--- src/rtl/rgb_cmd_sequencer.sv ---
// rgb_cmd_sequencer
//   Queues colour commands arriving as ASCII bytes from a UART receiver and
//   plays them out on an RGB LED. Each dequeued colour is held for
//   DWELL_CYCLES clocks. The last colour stays lit after the queue drains.
//
// Ports
//   clock      in   1      system clock, rising edge
//   reset      in   1      synchronous, active-high
//   rx_data    in   8      received byte, qualified by rx_valid
//   rx_valid   in   1      one-cycle strobe per received byte
//   rgb        out  3      LED drive [2]=R [1]=G [0]=B, active-high
//   busy       out  1      high while a dwell period is running
//   fifo_count out  CW     commands waiting (not yet displayed)
//   overflow   out  1      sticky: a colour command was dropped on a full queue
//
// state | meaning
// IDLE  | no dwell running; rgb holds the last colour; pops as soon as queue is non-empty
// DWELL | colour on display; counter runs down to 0, then next pop or back to IDLE
module rgb_cmd_sequencer #(
    parameter int DWELL_CYCLES = 50_000_000,
    parameter int FIFO_DEPTH   = 4,
    parameter int CNT_W        = 26,
    localparam int PTR_W       = $clog2(FIFO_DEPTH),
    localparam int CW          = $clog2(FIFO_DEPTH) + 1
) (
    input  logic          clock,
    input  logic          reset,
    input  logic [7:0]    rx_data,
    input  logic          rx_valid,
    output logic [2:0]    rgb,
    output logic          busy,
    output logic [CW-1:0] fifo_count,
    output logic          overflow
);

    typedef enum logic {IDLE = 1'b0, DWELL = 1'b1} state_t;

    localparam logic [CNT_W-1:0] RELOAD = CNT_W'(DWELL_CYCLES - 1);
    localparam logic [CW-1:0]    FULL   = CW'(FIFO_DEPTH);

    state_t             state;
    logic [CNT_W-1:0]   counter;
    logic [2:0]         mem [FIFO_DEPTH];
    logic [PTR_W-1:0]   wr_ptr;
    logic [PTR_W-1:0]   rd_ptr;

    logic               is_color;
    logic [2:0]         color;
    logic               clear;
    logic               pop;
    logic               push;
    logic               drop;

    always_comb begin
        is_color = 1'b0;
        color    = 3'b000;
        unique case (rx_data)
            8'h52: begin is_color = 1'b1; color = 3'b100; end
            8'h47: begin is_color = 1'b1; color = 3'b010; end
            8'h42: begin is_color = 1'b1; color = 3'b001; end
            8'h57: begin is_color = 1'b1; color = 3'b111; end
            8'h4F: begin is_color = 1'b1; color = 3'b000; end
            default: ;
        endcase
    end

    assign clear = rx_valid && (rx_data == 8'h43);
    // A pop happens whenever the display is free to take the next colour.
    assign pop   = (fifo_count != '0) && ((state == IDLE) || (counter == '0));
    // A full queue still accepts a push when the head leaves the same cycle.
    assign push  = rx_valid && is_color && ((fifo_count != FULL) || pop);
    assign drop  = rx_valid && is_color && !push;

    always_ff @(posedge clock) begin
        if (reset || clear) begin
            state      <= IDLE;
            counter    <= '0;
            wr_ptr     <= '0;
            rd_ptr     <= '0;
            rgb        <= 3'b000;
            busy       <= 1'b0;
            fifo_count <= '0;
            overflow   <= 1'b0;
        end else begin
            if (push) begin
                mem[wr_ptr] <= color;
                wr_ptr      <= wr_ptr + 1'b1;
            end

            if (pop) begin
                rgb     <= mem[rd_ptr];
                rd_ptr  <= rd_ptr + 1'b1;
                counter <= RELOAD;
                state   <= DWELL;
                busy    <= 1'b1;
            end else if (state == DWELL) begin
                if (counter == '0) begin
                    state <= IDLE;
                    busy  <= 1'b0;
                end else begin
                    counter <= counter - 1'b1;
                end
            end

            case ({push, pop})
                2'b10:   fifo_count <= fifo_count + 1'b1;
                2'b01:   fifo_count <= fifo_count - 1'b1;
                default: fifo_count <= fifo_count;
            endcase

            if (drop) overflow <= 1'b1;
        end
    end

endmodule

--- config.mk ---
export PLATFORM = sky130hd
export DESIGN_NAME = rgb_cmd_sequencer
export DESIGN_NICKNAME = d
export VERILOG_FILES = /design/src/rtl/rgb_cmd_sequencer.sv
export SDC_FILE = /design/constraint.sdc
export NUM_CORES = 1
export LEC_CHECK = 0
export ABC_AREA = 1
export CAP_MARGIN = 25
export CORE_UTILIZATION = 63
export DETAILED_ROUTE_END_ITERATION = 16
export MAX_ROUTING_LAYER = met4
export PLACE_DENSITY = 0.93
export REMOVE_ABC_BUFFERS = 1
export SLEW_MARGIN = 0
export SYNTH_ARGS = -nofsm -noshare
export SYNTH_HDL_FRONTEND = slang
export SYNTH_SLANG_ARGS = --single-unit
export TNS_END_PERCENT = 30
--- constraint.sdc ---
create_clock -name clock -period 3.3 [get_ports clock]
set_input_delay 0.33 -clock clock [delete_from_list [all_inputs] [get_ports clock]]
set_output_delay 0.33 -clock clock [all_outputs]
set_load 0.02 [all_outputs]
# Word level (Yosys, flattened, before mapping)
# Memories as Yosys holds them, arrays and structs flattened. A register that Yosys moved wholly into a read port is not among the register bits.
# Index checks and enable logic that the tools add are counted.
[classes]
n_addsub = 5
eq_ne = 10
mux = 15
bitwise = 2
n_reduce_logical = 19
[ops]
columns = ["operator", "n"]
rows = [
  ["two-way mux 26 bit", 3],
  ["== test 8 x 7 -> 1 bit (second input constant)", 6],
  ["zero test 26 bit", 1],
  ["subtractor 26 x 1 -> 26 bit (second input constant)", 1],
  ["one-hot mux 3 bit (4 select lines)", 1],
  ["two-way mux 1 bit", 10],
  ["one-hot mux 3 bit (2 select lines)", 1],
  ["AND reduction 2 bit", 3],
  ["nonzero test 2 bit", 3],
  ["logical AND 1 bit", 5],
  ["OR reduction 5 bit", 1],
  ["adder 2 x 1 -> 2 bit (second input constant)", 2],
  ["adder 3 x 1 -> 3 bit (second input constant)", 1],
  ["logical OR 1 bit", 3],
  ["!= test 3 bit (second input constant)", 1],
  ["nonzero test 3 bit", 1],
  ["subtractor 3 x 1 -> 3 bit (second input constant)", 1],
  ["== test 2 x 1 -> 1 bit (second input constant)", 1],
  ["== test 2 bit (second input constant)", 1],
  ["!= test 2 bit (second input constant)", 1],
  ["NOT 1 bit", 2],
  ["OR reduction 2 bit", 1],
  ["zero test 1 bit", 1],
]
[word_totals]
ff_bits = 36
mem_bits_rw = 12
in_bits = 11
output_inout_bits = 8
word_cells = 60
mem_count = 1
[mem_list]
columns = ["name", "depth", "width", "rd", "rd_clocked_by_memory_dff", "wr", "line_no", "rtl"]
rows = [
  ["mem", 4, 3, 1, 1, 1, "43", "logic [2:0] mem [FIFO_DEPTH];"],
]

# Longest topological paths before layout
[depth]
depth_word = 8
ltp_mapped = 17
mapped_depth_nobuf = 17

# Least setup slack after synthesis
# No wires, ideal clock.
[synth_path]
path_kind = "register -> register"
from = "register counter[0]"
to = "register fifo_count[2]"
setup_time_ns = 0.115
arrival_ns = 2.050
required_ns = 3.185
slack_ns = 1.135
path_stages_with_launch = 17
n_path_buf = 0
synth_period_minus_slack_ns = 2.165
cell_sequence = "dfxtp_1 inv_1 ha_1 inv_1 nor3_1 nand2_1 nor2_2 nand2_2 nand2_4 nand2_4 clkinv_2 nand2_2 fa_1 inv_1 nand4_1 a21oi_1 nor2_1"
[synth_between]
elab_chain_len = 7
word_cells_on_any_way = 9
classes_between = "eq/ne (2); mux (1); reduce/logical (6)"
[synth_rtl]
columns = ["item", "line_no", "rtl"]
rows = [
  ["start, declared", "42", "logic [CNT_W-1:0] counter;"],
  ["start signal, assigned", "101", "counter <= counter - 1'b1;"],
  ["zero test 26 bit *", "69", "assign pop = (fifo_count != '0) && ((state == IDLE) || (counter == '0));"],
  ["logical OR 1 bit *", "69", ""],
  ["logical AND 1 bit *", "69", ""],
  ["logical OR 1 bit", "71", "assign push = rx_valid && is_color && ((fifo_count != FULL) || pop);"],
  ["logical AND 1 bit", "71", ""],
  ["== test 2 x 1 -> 1 bit or == test 2 bit (tied branches)", "105", "case ({push, pop})"],
  ["one-hot mux 3 bit (2 select lines) or nonzero test 2 bit (tied branches)", "--", ""],
  ["end signal, assigned", "106", "2'b10: fifo_count <= fifo_count + 1'b1;"],
  ["end signal, assigned", "107", "2'b01: fifo_count <= fifo_count - 1'b1;"],
  ["end signal, assigned", "108", "default: fifo_count <= fifo_count;"],
  ["end, declared", "32", "output logic [CW-1:0] fifo_count,"],
]
# Mark *: on every way between the ends. The rest lies on a longest branch, timed or not.
# A chain may end at the register's enable or synchronous reset.

# Final worst setup path
# Same ends and word-level chain as after synthesis.

==> metrics.md <==
| Metric | Value |
|---|---|
| Asr flop ratio synth | 0 |
| Max Freq | 361 MHz |
| Unique masters post-synth | 35 |
| CORE AREA | 4060 um^2 |
| Clk buf depth | 2 |
| Starting Density | 0.669 |
| Clock Power Share | 0.152 |
| Initial antenna violation count | 0 |
| Placed cell areas | 2900 um^2 |
| Critical path depth | 16 |
| Clock slew at reported path FFs | 0.09 ns |
| Top cell type's share of synthesized area | 0.288 |
| Pleak | 1.33 nW |
| Die Area | 4570 um^2 |
| Grt total ovfl | 0 |
| Resize count post-CTS | 0 |
| First-pass GRT wire length | 9.71 mm |
| Comb power frac | 0.481 |
| Num CTS Buffers | 5 |
| H-tree Lvls | 2 |
| Slew @ Worst Pin | 0.574 ns |
| CTS tree | built |
| HP Class | reg -> reg |
| Diode count | 0 |
| CTS Sinks | 51 |
| Pwr dens | 873 nW/um^2 |
| Post-route DRC | 0 |
| Worst Setup Start Kind | flop |
| Pre-antenna DRT Iters | 5 |
| # IOs | 19 |
| Rows | 23 |
| Reg power frac | 0.367 |
| CTS root buf | clkbuf_8 |
| Worst vdd ir | 0.000640 V |
| Vias per inst | 5.68 |
| Mapped Area | 2710 um^2 |
| Setup Buffers After CTS | 0 |
| Layout Nets | 411 |
| Largest net degree at the start of global routing | 19 |
| Final ANT Viol Nets | 0 |
| M1 GR Usage | 0.363 |
| DPL Wire Length | 4.24 mm |
| Synth top area cells | dfxtp_1 (29%), edfxtp_1 (13%), nor2_1 (9.8%) |
| Area grow syn2layout | 10.7% |
| Synth cell count leaders | nor2_1 (71), nand2_1 (63), inv_1 (56) |
| GR met3 Demand/Resource | 0.0659 |
| RSZ-0062 raised after global routing | false |
| Worst Setup End Kind | flop |
| Worst EP arrival | 2.98 ns |
| Critical path class | reg -> reg |
| Dominant synthesized flop cell | dfxtp_1 |
| Clock Skew | 0.0126 ns |
| Vias in the first global route | 2264 |
| Final Setup Violations | 0 |
| Reg2reg end | fifo_count[2]$_SDFFE_PP0P_ |
| Post-synthesis cell count | 375 |
| NetSw | 0.00119 W |
| Internal power | 0.00143 W |
| Outcome | finished clean |
| Via count | 2527 |
| Gr busiest metal | met2 |
| Worst-Skew Late Latency | 0.32 ns |
| Worst slack, placed | 0.644 ns |
| Synth Warn # | 0 |
| Syn Area/Cell | 7.24 um^2 |
| Hold EP | overflow$_SDFFE_PP0P_ |
| Worst-path cell chain | inv_1 > ha_1 > inv_1 > nor3_1 > nand2_1 > nor2_2 > nand2_2 > nand2_4 > nand2_4 > clkinv_2 > nand2_2 > fa_1 > inv_1 > nand4_1 > a21oi_1 > nor2_1 |
| Final Core Density | 0.741 |
| Min-delay src | overflow$_SDFFE_PP0P_ |
| Die width | 67.6 um |
| GR Util All Layers | 0.295 |
| Setup_tns | 0 ns |
| CP required | 3.51 ns |
| Top-count cell post-synth | nor2_1 |
| Sw Share | 0.455 |
| EDFF count, synth | 12 |
| Final min period | 2.77 ns |
| Worst path bufs/invs | 4 |
| Reg2reg start | counter[0]$_SDFFE_PP0P_ |
| Detailed Route Iter0 Violations | 254 |
| FF-to-FF path depth | 16 |
| Routability Congestion | 0.929 |
| Final worst slack | 0.527 ns |
| Hold_buf cts | 0 |
| DR WL/cell | 13.1 um |
| Final hold viol count | 0 |
| Fill cells | 272 |
| Period utilisation layout | 0.840 |
| Grt met2 use | 0.454 |
| Seq/Total Area, Yosys | 0.420 |
| Port-buffer cells | 18 |
| Max_cap viols | 0 |
| Hold Crit Depth | 2 |
| Layout cell share with drive strength beyond 1 | 0.0633 |
| Design area | 3010 um^2 |
| Max-slew headroom | 0.614 |
| Worst path top cell family by delay | simple AND/OR/NAND/NOR gates |
| Crit Path Max Fanout | 17 |
| Most common cell on crit path | inv_1 |
| Synth area leader | dfxtp_1 |
| Max-slew violations | 0 |
| Vert. Die Dim | 67.6 um |
| Final wirelength | 5.83 mm |
| #FFs+latches synth | 51 |
| R2R Setup Slk | 0.53 ns |
| Critical Path Slowest Stage Cell | fa_1 |
| Worst path max stage delay | 0.38 ns |
## power groups by stage
stage	Clock, W	Combinational, W	Sequential [W]
2_1_floorplan	0	0.000897	0.000965
3_3_place_gp	0	0.00117	0.000960
3_5_place_dp	0	0.00122	0.000969
4_1_cts	0.000402	0.00124	0.000958
5_1_grt	0.000421	0.00141	0.000979
6_report	0.000399	0.00126	0.000962
## worst reg2reg max path, cell delays in order, from the launching register on
cell and delay [ns]:
dfxtp_1 0.32, inv_1 0.09, ha_1 0.25, inv_1 0.08, nor3_1 0.15, nand2_1 0.13
nor2_2 0.13, nand2_2 0.08, nand2_4 0.19, nand2_4 0.19, clkinv_2 0.21, nand2_2 0.09
fa_1 0.38, inv_1 0.06, nand4_1 0.11, a21oi_1 0.16, nor2_1 0.06
## kinds of logic (layout without fill, tap and decap cells)
kind of cell / after synthesis / in the layout / share of synthesized area
flip-flops: 51 / 51 / 0.420
buffers and inverters: 65 / 85 / 0.103
AO/OA/AOI/OAI: 52 / 52 / 0.110
AND/OR/NAND/NOR: 196 / 196 / 0.320
adder cells (fa/ha/maj): 6 / 6 / 0.0304
XOR/XNOR: 5 / 5 / 0.0161
## cell type report
cell class / instances / area [um^2] / area share
inverters: 58 / 219 / 0.0729
flip-flops and latches: 51 / 1140 / 0.380
well taps: 50 / 62.6 / 0.0208
repair buffers: 19 / 188 / 0.0624
clock buffers: 8 / 101 / 0.0337
multi-input cells: 259 / 1290 / 0.430
## per-stage QoR
stage,hold WS [ns],power [W],cells
floorplan,0.452,0.00186,368
global placement,0.461,0.00213,437
detailed placement,0.463,0.00219,437
CTS,0.489,0.00260,445
global route,0.526,0.00281,445
finish,0.486,0.00262,445
## sequential cells by signal, summed over array words and instances (netlist names)
register,cells
overflow,1
counter,26
busy,1
wr_ptr,2
rd_ptr,2
mem,12
rgb,3
fifo_count,3
state,1
## worst max-delay path by stage
stage	from	to	slack, ns
5_1_grt	counter[0]$_SDFFE_PP0P_	fifo_count[2]$_SDFFE_PP0P_	0.30
3_3_place_gp	counter[0]$_SDFFE_PP0P_	fifo_count[2]$_SDFFE_PP0P_	0.76
2_1_floorplan	counter[0]$_SDFFE_PP0P_	fifo_count[2]$_SDFFE_PP0P_	0.96
4_1_cts	counter[0]$_SDFFE_PP0P_	fifo_count[2]$_SDFFE_PP0P_	0.58
6_report	counter[0]$_SDFFE_PP0P_	fifo_count[2]$_SDFFE_PP0P_	0.53
3_5_place_dp	counter[0]$_SDFFE_PP0P_	fifo_count[2]$_SDFFE_PP0P_	0.64
## routing by layer
layer	up-vias	routed length, um
met5	-	0
met4	0	145
met3	14	437
met2	123	2740
met1	1141	2500
li1	1249	-
## cell usage in the layout, fill, tap and decap left out, types with 3 or more instances in the layout
| cell | count |
|---|---|
| o21ai_0 | 21 |
| nor2_1 | 71 |
| clkdlybuf4s50_1 | 18 |
| edfxtp_1 | 12 |
| nand2_2 | 5 |
| clkbuf_8 | 5 |
| nand2_1 | 63 |
| xor2_1 | 3 |
| nor3_1 | 11 |
| nand4_1 | 7 |
| nand3_1 | 24 |
| ha_1 | 5 |
| a21oi_1 | 15 |
| inv_1 | 56 |
| nor2_2 | 5 |
| dfxtp_1 | 39 |
| a31oi_1 | 8 |
Note: power is estimated with default switching activity, not from simulation.
